## src/rtl/seq_pattern_tx.sv

```systemverilog
// seq_pattern_tx: serial transmitter that frames each accepted word behind a fixed preamble
//
// Ports:
//   clk        in   1       single clock, all state updates on posedge
//   rst        in   1       synchronous active-high reset
//   din        in   DATA_W  payload word, captured only on an accept edge
//   din_valid  in   1       producer offers din
//   din_ready  out  1       transmitter idle and out of reset (combinational)
//   dout       out  1       registered serial line, idles high
//   busy       out  1       a frame is in progress (combinational)
//   frame_done out  1       registered one-cycle pulse when a frame completes
//   ps         out  3       current state: IDLE=0 PRE=1 DATA=2 GAP=3
module seq_pattern_tx #(
    parameter int               DATA_W  = 8,
    parameter int               PRE_W   = 4,
    parameter logic [PRE_W-1:0] PRE     = 4'b0110,
    parameter int               GAP_CYC = 1
) (
    input  logic              clk,
    input  logic              rst,
    input  logic [DATA_W-1:0] din,
    input  logic              din_valid,
    output logic              din_ready,
    output logic              dout,
    output logic              busy,
    output logic              frame_done,
    output logic [2:0]        ps
);

    localparam int MAX_PD = (PRE_W > DATA_W) ? PRE_W : DATA_W;
    localparam int MAX_W  = (MAX_PD > GAP_CYC) ? MAX_PD : GAP_CYC;
    localparam int CNT_W  = (MAX_W > 1) ? $clog2(MAX_W) : 1;

    typedef enum logic [2:0] {
        S_IDLE = 3'd0,
        S_PRE  = 3'd1,
        S_DATA = 3'd2,
        S_GAP  = 3'd3
    } state_t;

    state_t            st, st_n;
    logic [CNT_W-1:0]  cnt, cnt_n, cnt_m1;
    logic [DATA_W-1:0] shreg, shreg_n;
    logic              dout_n, fd_n;
    logic              pre_bit, sh_bit;

    assign ps        = st;
    assign busy      = (st != S_IDLE);
    assign din_ready = (st == S_IDLE) && !rst;
    assign cnt_m1    = cnt - 1'b1;

    // Bit selection by mask keeps the index width independent of the vector widths.
    assign pre_bit = |(PRE & (PRE_W'(1) << cnt_m1));
    assign sh_bit  = |(shreg & (DATA_W'(1) << cnt_m1));

    always_ff @(posedge clk) begin
        if (rst) begin
            st         <= S_IDLE;
            cnt        <= '0;
            shreg      <= '0;
            dout       <= 1'b1;
            frame_done <= 1'b0;
        end else begin
            st         <= st_n;
            cnt        <= cnt_n;
            shreg      <= shreg_n;
            dout       <= dout_n;
            frame_done <= fd_n;
        end
    end

    always_comb begin
        st_n    = st;
        cnt_n   = cnt;
        shreg_n = shreg;
        dout_n  = 1'b1;
        fd_n    = 1'b0;
        case (st)
            S_IDLE: begin
                if (din_valid) begin
                    st_n    = S_PRE;
                    cnt_n   = CNT_W'(PRE_W - 1);
                    shreg_n = din;
                    dout_n  = PRE[PRE_W-1];
                end
            end
            S_PRE: begin
                if (cnt != '0) begin
                    cnt_n  = cnt_m1;
                    dout_n = pre_bit;
                end else begin
                    st_n   = S_DATA;
                    cnt_n  = CNT_W'(DATA_W - 1);
                    dout_n = shreg[DATA_W-1];
                end
            end
            S_DATA: begin
                if (cnt != '0) begin
                    cnt_n  = cnt_m1;
                    dout_n = sh_bit;
                end else begin
                    st_n   = S_GAP;
                    cnt_n  = CNT_W'(GAP_CYC - 1);
                end
            end
            S_GAP: begin
                if (cnt != '0) begin
                    cnt_n = cnt_m1;
                end else begin
                    st_n = S_IDLE;
                    fd_n = 1'b1;
                end
            end
            default: begin
                st_n  = S_IDLE;
                cnt_n = '0;
            end
        endcase
    end

endmodule
```

## config.mk

```make
export PLATFORM = sky130hd
export DESIGN_NAME = seq_pattern_tx
export DESIGN_NICKNAME = d
export VERILOG_FILES = /design/src/rtl/seq_pattern_tx.sv
export SDC_FILE = /design/constraint.sdc
export NUM_CORES = 1
export LEC_CHECK = 0
export BUFFER_PORTS_ARGS = -buffer_cell sky130_fd_sc_hd__buf_2
export CAP_MARGIN = 5
export CORE_MARGIN = 4
export CORE_UTILIZATION = 48
export CTS_CLUSTER_SIZE = 28
export DETAILED_ROUTE_END_ITERATION = 10
export GPL_TIMING_DRIVEN = 0
export PLACE_DENSITY = 0.76
export SETUP_SLACK_MARGIN = 0.02
export SYNTH_ARGS = -nofsm -noshare
export SYNTH_HDL_FRONTEND = slang
export SYNTH_SLANG_ARGS = --single-unit
```

## constraint.sdc

```tcl
create_clock -name clk -period 1.7 [get_ports clk]
set_clock_uncertainty 0.05 [all_clocks]
set_input_delay 0.34 -clock clk [delete_from_list [all_inputs] [get_ports clk]]
set_output_delay 0.34 -clock clk [all_outputs]
set_load 0.1 [all_outputs]
```

==> results.sh <==
export IMPL_status="completed"
export IMPL_cts_root_buf="clkbuf_4"
export IMPL_cts_buffers=3
export IMPL_setup_viol=0
export IMPL_io_pins=18
export IMPL_first_pass_iters=5
export IMPL_vdd_drop_max_uv=1990
export IMPL_route_detailed_wl_per_inst_um=13.6
export IMPL_htree_levels=1
export IMPL_critPathRequiredTime_ps=1310
export IMPL_synth_async_reset_ratio=0
export IMPL_cp_slowest_cell="dfxtp_4"
export IMPL_hold_start="din[3]"
export IMPL_dieWidth_um=52.3
export IMPL_viasPerCell=5.61
export IMPL_final_max_slew_viol_count=0
export IMPL_clkSlewWorstSetupHoldPaths_ps=100
export IMPL_crit_fanout=5
export IMPL_cts_tree="done"
export IMPL_crit_chain="inv_4 -> ha_4 -> buf_8 -> inv_12 -> nor2_4 -> buf_12"
export IMPL_insertedDiodeCount=0
export IMPL_synth_area_per_cell_um2=8.34
export IMPL_crit_family="buffers and inverters"
export IMPL_ys_top_cells_by_count="23 x nand2_1, 15 x dfxtp_1, 12 x a21oi_1"
export IMPL_grt_usage=0.162
export IMPL_ys_types=35
export IMPL_vias=903
export IMPL_nets=157
export IMPL_grt_pass1_wl_um=3390
export IMPL_slowest_delay_ps=380
export IMPL_whs_endpoint="shreg[3]"
export IMPL_synth_area_leader_cell="dfxtp_1"
export IMPL_hold_buffers=0
export IMPL_hold_class="in2reg"
export IMPL_synth_seq_cells=15
export IMPL_r2r_start="ps[0]"
export IMPL_min_period_ps=1680
export IMPL_drc=0
export IMPL_seq_area_frac_synth=0.319
export IMPL_gp_congestion=0.863
export IMPL_fp_coreArea_mm2=0.00180
export IMPL_grt_max_degree=11
export IMPL_grt_overflow_total=0
export IMPL_fin_hold_ws_ps=221
export IMPL_maxCapViolations=0
export IMPL_synth_ff_type="dfxtp_1"
export IMPL_synth_edf_count=0
export IMPL_drive_above_1_share=0.390
export IMPL_clock_latency_ps=290
export IMPL_yosysTopAreaCellShare=0.319
export IMPL_portBuffers=15
export IMPL_ff2ff_path_depth=7
export IMPL_crit_buf_inv=4
export IMPL_syn_inst=113
export IMPL_yosysMostFrequentCell="nand2_1"
export IMPL_synth_area_leaders="dfxtp_1 32%, ha_1 12%, nand2_1 9.2%"
export IMPL_hold_depth=3
export IMPL_drt_initial_drc_count=41
export IMPL_final_core_util=0.683
export IMPL_p_per_area_mw_per_mm2=2250
export IMPL_grt_pass1_vias=790
export IMPL_antenna_found_initial=0
export IMPL_num_rows=15
export IMPL_syn_num_nets=133
export IMPL_rsz0062_at_grt="true"
export IMPL_dp_hpwl_um=1540
export IMPL_startpoint_type="register"
export IMPL_fp_dieArea_mm2=0.00274
export IMPL_r2r_end="cnt[1]"
export IMPL_yosysWarnings=0
export IMPL_layout_worst_path_cycle_share=0.987
export IMPL_cts_sinks=15
export IMPL_initial_core_util=0.523
export IMPL_drt_total_wl_um=2190
export IMPL_die_y_um=52.3
export IMPL_worst_endpoint_arrival_ps=1290
export IMPL_area_delta_synth_final_pct=30.5
export IMPL_synth_area_um2=942
export IMPL_r2r_slack_ps=110
export IMPL_cts_buffer_depth=2
export IMPL_ant_nets=0
export IMPL_crit_type="reg2out"
export IMPL_p_leak_uw=0.000533
export IMPL_worstSetupEndpointType="primary output"
export IMPL_hold_viol=0
export IMPL_max_freq_mhz=596
## state kept, by name, summed over array words and instances (netlist names)
| signal | cells |
|---|---|
| shreg | 8 |
| cnt | 3 |
| ps | 2 |
| dout | 1 |
| frame_done | 1 |
## timing repair
item                                   4_1_cts  5_1_grt
gates resized for setup                     10       10
buffers inserted                             0        4
setup endpoints to repair                    7        8
endpoints found under the hold margin        0        0
## kinds of logic (layout without fill, tap and decap cells)
group | after synthesis | in the layout | synth area share
adders and majority gates | 9 | 9 | 0.120
buffers and inverters | 14 | 37 | 0.0797
DFF | 15 | 15 | 0.319
muxes | 2 | 2 | 0.0212
and+or+nand+nor | 41 | 41 | 0.206
AOI/OAI and AO/OA | 31 | 31 | 0.251
other | 1 | 1 | 0.00398
## power by group
part | total, µW | internal [µW] | switching [µW]
Clock | 215 | 87.5 | 128
Combinational | 2000 | 764 | 1240
Sequential | 554 | 467 | 87.5
Total | 2770 | 1320 | 1450
## worst max-delay path by stage
stage / depth (start not counted) / from / end
global placement: 4 / rst / din_ready
CTS: 6 / ps[0] / din_ready
detailed placement: 4 / rst / din_ready
finish: 6 / ps[0] / din_ready
floorplan: 5 / ps[1] / din_ready
global route: 6 / ps[0] / din_ready
## metal layers
layer / up-vias / global-route usage / share of wire
met5: - / 0 / 0
met4: 0 / 0.0553 / 0
met3: 0 / 0.0370 / 0.057
met2: 35 / 0.248 / 0.50
met1: 430 / 0.221 / 0.44
li1: 438 / - / -
## metrics by stage
step                      setup slack [ps]  setup TNS, ps  cells  total power, µW  cell area, µm²
after floorplan                      -49.6          -49.6    113             1970             991
after global placement                -125           -151    153             2190            1100
after detailed placement              -143           -299    153             2240            1100
after CTS                            -11.9          -11.9    157             2530            1150
after global routing                 -32.0          -32.0    161             2940            1230
final                                 21.9              0    161             2770            1230
## placed cells by master, fill, tap and decap left out, types with 3 or more instances in the layout
cell type	n
nand2_1	23
buf_2	13
a21oi_1	11
dfxtp_1	11
buf_4	6
ha_1	6
nor2_1	5
inv_1	3
nand2b_1	3
a22oi_1	3
clkbuf_4	3
## layout make-up
| class | count | area, µm² |
|---|---|---|
| clock buffers | 3 | 22.5 |
| flip-flops and latches | 15 | 310 |
| inverters | 7 | 43.8 |
| plain buffers | 7 | 53.8 |
| repair buffers | 19 | 130 |
| well taps | 25 | 31.3 |
| fillers | 156 | 572 |
| multi-input cells | 84 | 633 |
| clock inverters | 1 | 5.00 |
## worst min-delay path, stage by stage
cell and delay [ps]:
buf_2 90, nand2_1 40, a21oi_1 50
No activity file was read; power rests on OpenSTA's default activity.
